**src/rtl/sw_sequencer_if.sv**
```systemverilog
// Signal bundle between the stimulus loader/bench and sw_sequencer.
// Includes the debug view of the sequencer state.
interface sw_sequencer_if #(
    parameter int DATA_W = 8,
    parameter int LED_W  = 8,
    parameter int DEPTH  = 16,
    parameter int HOLD_W = 16
);
    localparam int IW = $clog2(DEPTH);

    // Handshake: start is a level that is only sampled in IDLE. cap_valid and
    // done are single-cycle pulses with no backpressure. load_we writes one
    // entry per cycle and is silently dropped unless idle with start low.
    logic              start;
    logic              abort;
    logic [IW:0]       vec_count;
    logic              load_we;
    logic [IW-1:0]     load_addr;
    logic [DATA_W-1:0] load_data;
    logic [HOLD_W-1:0] load_hold;
    logic [LED_W-1:0]  load_expect;
    logic [LED_W-1:0]  led_in;
    logic [DATA_W-1:0] sw_data;
    logic              sw_go;
    logic [LED_W-1:0]  cap_data;
    logic              cap_valid;
    logic              busy;
    logic              done;
    logic [7:0]        mismatch_cnt;
    logic [2:0]        state;

    modport master (
        output start, abort, vec_count, load_we, load_addr, load_data,
               load_hold, load_expect, led_in,
        input  sw_data, sw_go, cap_data, cap_valid, busy, done,
               mismatch_cnt, state
    );

    modport slave (
        input  start, abort, vec_count, load_we, load_addr, load_data,
               load_hold, load_expect, led_in,
        output sw_data, sw_go, cap_data, cap_valid, busy, done,
               mismatch_cnt, state
    );
endinterface

```
**src/rtl/sw_sequencer.sv**
```systemverilog
// Replays a table of switch vectors onto picoMIPS SW with timed go pulses and
// captures LED after each handshake. Optional expect checking: SWSEQ_CHECK_EN.
module sw_sequencer #(
    parameter int DATA_W = 8,
    parameter int LED_W  = 8,
    parameter int DEPTH  = 16,
    parameter int HOLD_W = 16
) (
    input logic         clk,
    input logic         reset,
    sw_sequencer_if.slave bus
);
    localparam int IW = $clog2(DEPTH);
    localparam int CW = IW + 1;

    typedef enum logic [2:0] {
        IDLE    = 3'd0,
        SETUP   = 3'd1,
        GO      = 3'd2,
        CAPTURE = 3'd3,
        DONE    = 3'd4
    } state_t;

    state_t            state, state_nx;
    logic [IW-1:0]     idx, idx_nx, last, last_nx;
    logic [HOLD_W-1:0] cnt, cnt_nx;
    logic [CW-1:0]     vc_clamp, vc_m1;
    logic              table_we;

    logic [DATA_W-1:0] tbl_data [DEPTH];
    logic [HOLD_W-1:0] tbl_hold [DEPTH];

    logic [DATA_W-1:0] sw_data_q;
    logic [LED_W-1:0]  cap_data_q;
    logic              sw_go_q, cap_valid_q, busy_q, done_q;

    assign table_we = bus.load_we && (state == IDLE) && !bus.start;

    always_ff @(posedge clk) begin
        if (table_we) begin
            tbl_data[bus.load_addr] <= bus.load_data;
            tbl_hold[bus.load_addr] <= bus.load_hold;
        end
    end

    always_comb begin
        vc_clamp = (bus.vec_count > CW'(DEPTH)) ? CW'(DEPTH) : bus.vec_count;
        vc_m1    = vc_clamp - CW'(1);
        state_nx = state;
        idx_nx   = idx;
        last_nx  = last;
        cnt_nx   = cnt;
        case (state)
            IDLE: begin
                if (bus.start) begin
                    if (bus.vec_count == '0) begin
                        state_nx = DONE;
                    end else begin
                        state_nx = SETUP;
                        idx_nx   = '0;
                        cnt_nx   = '0;
                        last_nx  = vc_m1[IW-1:0];
                    end
                end
            end
            // Counter runs 0..hold inclusive, so hold = all-ones never wraps.
            SETUP: begin
                if (cnt == tbl_hold[idx]) begin
                    cnt_nx   = '0;
                    state_nx = GO;
                end else begin
                    cnt_nx = cnt + HOLD_W'(1);
                end
            end
            GO: begin
                if (cnt == tbl_hold[idx]) begin
                    cnt_nx   = '0;
                    state_nx = CAPTURE;
                end else begin
                    cnt_nx = cnt + HOLD_W'(1);
                end
            end
            CAPTURE: begin
                if (idx == last) begin
                    state_nx = DONE;
                end else begin
                    idx_nx   = idx + IW'(1);
                    state_nx = SETUP;
                end
            end
            DONE:    state_nx = IDLE;
            default: state_nx = IDLE;
        endcase
        if (bus.abort && (state != IDLE)) begin
            state_nx = IDLE;
            cnt_nx   = '0;
        end
    end

    // Outputs are registered from the next state so they line up with it.
    always_ff @(posedge clk or posedge reset) begin
        if (reset) begin
            state       <= IDLE;
            idx         <= '0;
            last        <= '0;
            cnt         <= '0;
            sw_data_q   <= '0;
            sw_go_q     <= 1'b0;
            cap_data_q  <= '0;
            cap_valid_q <= 1'b0;
            busy_q      <= 1'b0;
            done_q      <= 1'b0;
        end else begin
            state       <= state_nx;
            idx         <= idx_nx;
            last        <= last_nx;
            cnt         <= cnt_nx;
            if (state_nx == SETUP) sw_data_q <= tbl_data[idx_nx];
            sw_go_q     <= (state_nx == GO);
            cap_valid_q <= (state_nx == CAPTURE);
            if (state_nx == CAPTURE) cap_data_q <= bus.led_in;
            busy_q      <= (state_nx != IDLE);
            done_q      <= (state_nx == DONE);
        end
    end

    assign bus.sw_data   = sw_data_q;
    assign bus.sw_go     = sw_go_q;
    assign bus.cap_data  = cap_data_q;
    assign bus.cap_valid = cap_valid_q;
    assign bus.busy      = busy_q;
    assign bus.done      = done_q;
    assign bus.state     = state;

`ifdef SWSEQ_CHECK_EN
    logic [LED_W-1:0] tbl_exp [DEPTH];
    logic [7:0]       mis_q;

    always_ff @(posedge clk) begin
        if (table_we) tbl_exp[bus.load_addr] <= bus.load_expect;
    end

    always_ff @(posedge clk or posedge reset) begin
        if (reset) begin
            mis_q <= 8'd0;
        end else if ((state == IDLE) && bus.start) begin
            mis_q <= 8'd0;
        end else if ((state_nx == CAPTURE) && (bus.led_in != tbl_exp[idx])
                     && (mis_q != 8'hFF)) begin
            mis_q <= mis_q + 8'd1;
        end
    end

    assign bus.mismatch_cnt = mis_q;
`else
    logic unused_expect;
    assign unused_expect    = ^bus.load_expect;
    assign bus.mismatch_cnt = 8'd0;
`endif
endmodule

```
**src/flat_wrapper.sv**
```systemverilog
// flat-port wrapper written by rule: the top's interface ports become plain ports
module sw_sequencer_flat 
#(
    parameter int DATA_W = 8,
    parameter int LED_W  = 8,
    parameter int DEPTH  = 16,
    parameter int HOLD_W = 16
)
  (clk, reset, bus_start, bus_abort, bus_vec_count, bus_load_we, bus_load_addr, bus_load_data, bus_load_hold, bus_load_expect, bus_led_in, bus_sw_data, bus_sw_go, bus_cap_data, bus_cap_valid, bus_busy, bus_done, bus_mismatch_cnt, bus_state);
  sw_sequencer_if #(.DATA_W(DATA_W), .LED_W(LED_W), .DEPTH(DEPTH), .HOLD_W(HOLD_W)) bus_i ();
  input logic clk;
  input logic reset;
  input wire logic [$bits(bus_i.start)-1:0] bus_start;
  input wire logic [$bits(bus_i.abort)-1:0] bus_abort;
  input wire logic [$bits(bus_i.vec_count)-1:0] bus_vec_count;
  input wire logic [$bits(bus_i.load_we)-1:0] bus_load_we;
  input wire logic [$bits(bus_i.load_addr)-1:0] bus_load_addr;
  input wire logic [$bits(bus_i.load_data)-1:0] bus_load_data;
  input wire logic [$bits(bus_i.load_hold)-1:0] bus_load_hold;
  input wire logic [$bits(bus_i.load_expect)-1:0] bus_load_expect;
  input wire logic [$bits(bus_i.led_in)-1:0] bus_led_in;
  output wire logic [$bits(bus_i.sw_data)-1:0] bus_sw_data;
  output wire logic [$bits(bus_i.sw_go)-1:0] bus_sw_go;
  output wire logic [$bits(bus_i.cap_data)-1:0] bus_cap_data;
  output wire logic [$bits(bus_i.cap_valid)-1:0] bus_cap_valid;
  output wire logic [$bits(bus_i.busy)-1:0] bus_busy;
  output wire logic [$bits(bus_i.done)-1:0] bus_done;
  output wire logic [$bits(bus_i.mismatch_cnt)-1:0] bus_mismatch_cnt;
  output wire logic [$bits(bus_i.state)-1:0] bus_state;
  assign bus_i.start = bus_start;
  assign bus_i.abort = bus_abort;
  assign bus_i.vec_count = bus_vec_count;
  assign bus_i.load_we = bus_load_we;
  assign bus_i.load_addr = bus_load_addr;
  assign bus_i.load_data = bus_load_data;
  assign bus_i.load_hold = bus_load_hold;
  assign bus_i.load_expect = bus_load_expect;
  assign bus_i.led_in = bus_led_in;
  assign bus_sw_data = bus_i.sw_data;
  assign bus_sw_go = bus_i.sw_go;
  assign bus_cap_data = bus_i.cap_data;
  assign bus_cap_valid = bus_i.cap_valid;
  assign bus_busy = bus_i.busy;
  assign bus_done = bus_i.done;
  assign bus_mismatch_cnt = bus_i.mismatch_cnt;
  assign bus_state = bus_i.state;
  sw_sequencer #(.DATA_W(DATA_W), .LED_W(LED_W), .DEPTH(DEPTH), .HOLD_W(HOLD_W)) u_core (.clk(clk), .reset(reset), .bus(bus_i));
endmodule
```
**config.mk**
```make
export PLATFORM = sky130hd
export DESIGN_NAME = sw_sequencer_flat
export DESIGN_NICKNAME = d
export VERILOG_FILES = /design/src/rtl/sw_sequencer_if.sv /design/src/rtl/sw_sequencer.sv /design/src/flat_wrapper.sv
export SDC_FILE = /design/constraint.sdc
export NUM_CORES = 1
export LEC_CHECK = 0
export CAP_MARGIN = 30
export CORE_MARGIN = 1
export CORE_UTILIZATION = 45
export CTS_CLUSTER_SIZE = 40
export DETAILED_ROUTE_END_ITERATION = 10
export GPL_ROUTABILITY_DRIVEN = 0
export GPL_TIMING_DRIVEN = 0
export PLACE_DENSITY = 0.68
export SLEW_MARGIN = 0
export SYNTH_ARGS = -nofsm -noshare
export SYNTH_HDL_FRONTEND = slang
export SYNTH_SLANG_ARGS = --single-unit
```
**constraint.sdc**
```tcl
create_clock -name clk -period 8.7 [get_ports clk]
set_input_delay 1.74 -clock clk [delete_from_list [all_inputs] [get_ports clk]]
set_output_delay 1.74 -clock clk [all_outputs]
set_load 0.03 [all_outputs]
```
### Word-level counts from Yosys, hierarchy flattened

Memory sizes are Yosys's and may differ from the RTL's. A register that Yosys moved wholly into a read port is not among the register bits.
Index checks and enable logic that the tools add are counted.

* $add $sub $neg: 3
* $mul: 0
* div/mod/pow operators: 0
* magnitude comparators: 1
* eq/ne operators: 11
* shifts and indexed selects: 0
* multiplexer cells: 19
* bitwise operators: 1
* reductions and logical operators: 12

Operator list (number)
* 16-bit 2-to-1 mux: 4
* 16-bit case mux with 2 select lines: 1
* 3-bit 2-to-1 mux: 6
* 16-bit by 1-bit adder with 16-bit output, second input constant: 1
* 16-bit == test: 1
* 4-bit 2-to-1 mux: 4
* 3-bit by 2-bit == test with 1-bit output, second input constant: 4
* 3-bit case mux with 4 select lines: 1
* 3-bit nonzero test: 3
* 4-bit case mux with 2 select lines: 1
* 3-bit by 1-bit == test with 1-bit output, second input constant: 2
* 3-bit != test, second input constant: 2
* 3-bit AND reduction: 2
* 5-bit greater-than comparator, second input constant: 1
* 5-bit logical NOT: 1
* 4-bit by 1-bit adder with 4-bit output, second input constant: 1
* 4-bit == test: 1
* 4-bit by 1-bit subtractor with 4-bit output, second input constant: 1
* 3-bit == test, second input constant: 1
* 1-bit logical AND: 3
* 3-bit logical NOT: 1
* 1-bit 2-to-1 mux: 2
* 2-bit OR reduction: 1
* 1-bit logical NOT: 1
* 1-bit inverter: 1

* flip-flop bits (word level): 39
* bits in latches: 0
* RAM bits: 384
* bits in read-only memories: 0
* input port bits: 54
* output and inout bits: 31
* logic and storage cells: 58
* memories kept: 2

Memories
* u_core.tbl_hold: depth 16, width 16, rd ports 1, clocked after memory_dff 0, write ports 1, RTL line sw_sequencer.sv:31 `logic [HOLD_W-1:0] tbl_hold [DEPTH];`
* u_core.tbl_data: depth 16, width 8, rd ports 1, clocked after memory_dff 1, write ports 1, RTL line sw_sequencer.sv:30 `logic [DATA_W-1:0] tbl_data [DEPTH];`

### Depth between registers and ports, before layout

* depth in word-level cells: 6
* depth in mapped cells: 14
* depth with buffers taken out: 10

### Least setup slack after synthesis

Ideal clock, no wire load.

* kind: input port to flip-flop
* from: input port bus_start
* to: memory u_core.tbl_data[0][0] (enable)
* setup time: 435 ps
* arrival time: 3945 ps
* path slack: 4320 ps
* cell stages on the path: 3
* buffers on the path: 0
* cell sequence: nand3b_1 or3_1 nor3_1

* word-level cells in the longest chain between the ends: 4

Ends and longest elaborated chain
* start, declared: RTL line flat_wrapper.sv:13 `input wire logic [$bits(bus_i.start)-1:0] bus_start;`
* 1-bit logical NOT: RTL line sw_sequencer.sv:37 `assign table_we = bus.load_we && (state == IDLE) && !bus.start;`
* 1-bit logical AND: RTL line sw_sequencer.sv:37
* 1-bit 2-to-1 mux: RTL line sw_sequencer.sv:40 `if (table_we) begin`
* 1-bit 2-to-1 mux (not written as such): RTL line sw_sequencer.sv:41 `tbl_data[bus.load_addr] <= bus.load_data;`
* end, declared: RTL line sw_sequencer.sv:30

No other way between the ends.

### Worst setup path in the final report

* from: input port bus_vec_count[0]
* to: register u_core.sw_data_q[1], in the netlist u_core.bus.sw_data[1], read port of u_core.tbl_data

* word-level cells in the longest chain between the ends: 6
* elaborated cells on any way between the ends: 9

Ends and longest elaborated chain
* start, declared: RTL line flat_wrapper.sv:15 `input wire logic [$bits(bus_i.vec_count)-1:0] bus_vec_count;`
* 5-bit logical NOT (*): RTL line sw_sequencer.sv:56 `if (bus.vec_count == '0) begin`
* 3-bit 2-to-1 mux: RTL line sw_sequencer.sv:56
* 3-bit 2-to-1 mux: RTL line sw_sequencer.sv:55 `if (bus.start) begin`
* 3-bit case mux with 4 select lines: RTL line sw_sequencer.sv:53 `case (state)`
* 3-bit 2-to-1 mux: RTL line sw_sequencer.sv:94 `if (bus.abort && (state != IDLE)) begin`
* 3-bit by 1-bit == test with 1-bit output: RTL line sw_sequencer.sv:118 `if (state_nx == SETUP) sw_data_q <= tbl_data[idx_nx];`
* end, declared: RTL line sw_sequencer.sv:33 `logic [DATA_W-1:0] sw_data_q;`

Mark *: on every way between the ends. The rest lies on a longest branch, timed or not.
A chain may end at the register's enable or synchronous reset.

==> impl_results.md <==
* Outcome: finished clean
* Ys async rst share at 10.9%
* Mapped Area at 17500 um^2
* Final setup vio count at 0
* Via count at 9117
* Gr ovfl total at 0
* Crit end category: flip-flop
* Reg2Reg Depth at 11
* # DRC at 0
* CTS sink count at 431
* Htree depth at 2
* Setup TNS at 0 ps
* First-pass GRT wire length at 58.6 mm
* Total Power at 0.00437 W
* Fill cell count at 2891
* Rel. slew slack at 34.3%
* Hold WC Path Type: flip-flop to flip-flop
* NumNets Final at 1114
* Port buffer count at 68
* Max Buffers Root-to-Sink at 3
* Largest net degree at the start of global routing at 39
* Clk pin slew, worst setup/hold paths at 60 ps
* CP startpoint: bus_vec_count[0]
* Vias/cell at 5.70
* Post-CTS Setup Repair Bufs at 0
* Die Width at 199 um
* Fraction of layout instances using a drive strength above 1 at 22.4%
* FMAX at 201 MHz
* Core footprint at 37900 um^2
* WP data required at 9120 ps
* Crit start category: input port
* Final hold vios at 0
* Primary FF master, synth: edfxtp_1
* RR Startpoint: u_core.idx[1]$_DFF_PP0_
* Initial DRC Count at 789
* Period Utilization, post-route at 57.1%
* Crit Path Class: input port to flip-flop
* Mean post-synth cell area at 19.2 um^2
* Max-cap check violation count at 0
* Syn-to-layout area delta at 18.7%
* Initial antenna violation count at 1
* Met3 wire length at 2.43 mm
* RSZ-0062 raised after global routing: no
* Pleak at 6.75 nW
* First-pass iteration count of the detailed router at 5
* Root buffer selected by CTS: clkbuf_16
* Max FO, Critical Path at 10
* Final wirelength at 39.9 mm
* Number of antenna-violating nets in the routed design at 0
* CTS Buf Count at 43
* Power per cell area at 211 nW/um^2
* IO Pins at 85
* Die height at 199 um
* Max layer used: met5
* CTS Hold Bufs at 0
* Area of the multi-input gates at 4530 um^2
* Clock skew at 21.9 ps
* Initial Utilization at 46.1%
* Wire length on met2 at 18.4 mm
* R2R Path End: u_core.bus.sw_data[1]$_DFFE_PP0N_
* Worst VDD drop at 0.149 mV
* Tot GR Track Use at 20.8%
* Min Tclk post-route at 4970 ps
* Worst-Skew Late Latency at 550 ps
* Vias in the first global route at 9051
* Row cnt at 71
* Register area at 12700 um^2
* Die area at 39700 um^2
* Ant diodes at 0
* Flop-to-flop setup slack at 4270 ps
* CTS tree: built
* Post-CTS Resized at 0
* DR WL/cell at 24.9 um
* End point of the critical path: u_core.bus.sw_data[1]$_DFFE_PP0N_
* Syn. warnings at 0
* M1 WL at 18.0 mm
* Number of synthesized flops with an enable pin at 384
* Worst Tran Pin Value at 980 ps
* Synthesis-stage register bit count at 431
* Seq/Total Area, Yosys at 72.7%
* Synth cell types at 59
* Max-slew violations at 0
* Crit path DAT at 5390 ps
* Dpl hpwl at 25.8 mm
* Synth Instances at 912
how the worst min path moves through the flow:
| stage | from | endpoint | cells past startpoint |
|---|---|---|---|
| 2_1_floorplan | u_core.last[1]$_DFFE_PP0P_ | u_core.last[1]$_DFFE_PP0P_ | 2 |
| 3_3_place_gp | u_core.bus.cap_data[6]$_DFFE_PP0N_ | u_core.bus.cap_data[6]$_DFFE_PP0N_ | 1 |
| 3_5_place_dp | u_core.bus.cap_data[3]$_DFFE_PP0N_ | u_core.bus.cap_data[3]$_DFFE_PP0N_ | 1 |
| 4_1_cts | u_core.bus.cap_data[3]$_DFFE_PP0N_ | u_core.bus.cap_data[3]$_DFFE_PP0N_ | 1 |
| 5_1_grt | u_core.bus.sw_data[7]$_DFFE_PP0N_ | u_core.bus.sw_data[7]$_DFFE_PP0N_ | 1 |
| 6_report | u_core.bus.cap_data[2]$_DFFE_PP0N_ | u_core.bus.cap_data[2]$_DFFE_PP0N_ | 1 |
cell type report:
| class | count | area share, % |
|---|---|---|
| Buffer | 51 | 1.73 |
| Clock buffer | 53 | 5.62 |
| Clock inverter | 23 | 1.03 |
| Inverter | 9 | 0.163 |
| Multi-Input combinational cell | 428 | 21.8 |
| Sequential cell | 431 | 61.2 |
| Tap cell | 511 | 3.08 |
| Timing Repair Buffer | 93 | 5.40 |
flip-flops by register name (all words and copies together) (netlist names):
register / flops
u_core.bus.state: 3
u_core.bus.cap_valid: 1
u_core.cnt: 16
u_core.tbl_data: 128
u_core.last: 4
u_core.tbl_hold: 256
u_core.bus.sw_go: 1
u_core.bus.done: 1
u_core.bus.cap_data: 8
u_core.idx: 4
u_core.bus.sw_data: 8
u_core.bus.busy: 1
per-stage QoR:
step | setup slack (ps) | utilization, % | instances | hold WS [ps] | instance area (um^2)
5_1_grt | 3570 | 54.7 | 1599 | 529 | 20800
2_1_floorplan | 4320 | - | 919 | 470 | 17500
4_1_cts | 3750 | 54.7 | 1599 | 508 | 20800
3_5_place_dp | 3280 | 51.1 | 1523 | 494 | 19400
6_report | 3730 | 54.7 | 1599 | 505 | 20800
3_3_place_gp | 1260 | 49.7 | 1498 | 489 | 18800
per-layer routing:
layer | vias up | track usage (%)
li1 | 3951 | -
met1 | 4773 | 30.4
met2 | 321 | 32.0
met3 | 70 | 3.22
met4 | 2 | 6.61
met5 | - | 0
synth_stat cells (all sizes together), types with 11 or more instances:
cell      n  area, um^2
mux4     87        2000
a22oi    18         135
mux2     17         191
dfrtp    47        1180
edfxtp  384       11500
clkbuf   17         104
xor2     11        96.3
o21ai    23         115
xnor2    33         289
nand3    16        85.1
mux2i    49         490
buf      34         255
nand2    40         158
nor2     29         109
a21oi    14        96.3
cell families (layout without fill, tap and decap cells):
family | Yosys count | after routing | synth area share (%)
flops | 431 | 431 | 72.7
mux | 153 | 153 | 15.4
simple gates | 138 | 138 | 4.03
compound gates | 82 | 82 | 3.27
buf+inv | 60 | 229 | 2.25
xor+xnor | 44 | 44 | 2.20
fa+ha+maj | 3 | 3 | 0.215
other cells | 1 | 8 | 0.0214
worst max-delay path, cell delays in order:
cell	delay [ps]
clkdlybuf4s50_1	450
nor4_1	350
or2b_2	370
nand3_2	200
nand3_1	110
o21ai_1	370
clkbuf_1	760
mux4_2	410
a22oi_1	250
nand2_1	100
mux2_2	270
power breakdown:
part           internal (W)  total (W)  switching, W
clock network       0.00107    0.00182      0.000750
registers           0.00229    0.00231     0.0000185
logic             0.0000982   0.000246      0.000148
placed cells by master, fill, tap and decap left out, types with 8 or more instances in the layout:
| cell | instances |
|---|---|
| a21oi_1 | 9 |
| a22oi_1 | 18 |
| and3_1 | 8 |
| buf_12 | 9 |
| buf_2 | 8 |
| buf_4 | 18 |
| buf_6 | 13 |
| clkbuf_1 | 20 |
| clkbuf_16 | 45 |
| clkdlybuf4s50_1 | 68 |
| clkinv_1 | 10 |
| conb_1 | 8 |
| dfrtp_1 | 47 |
| edfxtp_1 | 384 |
| mux2_2 | 17 |
| mux2i_1 | 49 |
| mux4_1 | 12 |
| mux4_2 | 75 |
| nand2_1 | 39 |
| nand3_1 | 15 |
| nor2_1 | 17 |
| nor2_4 | 12 |
| nor2b_1 | 8 |
| o21ai_0 | 21 |
| xnor2_1 | 33 |
| xor2_1 | 11 |
Power figures use the tool's default switching activity.
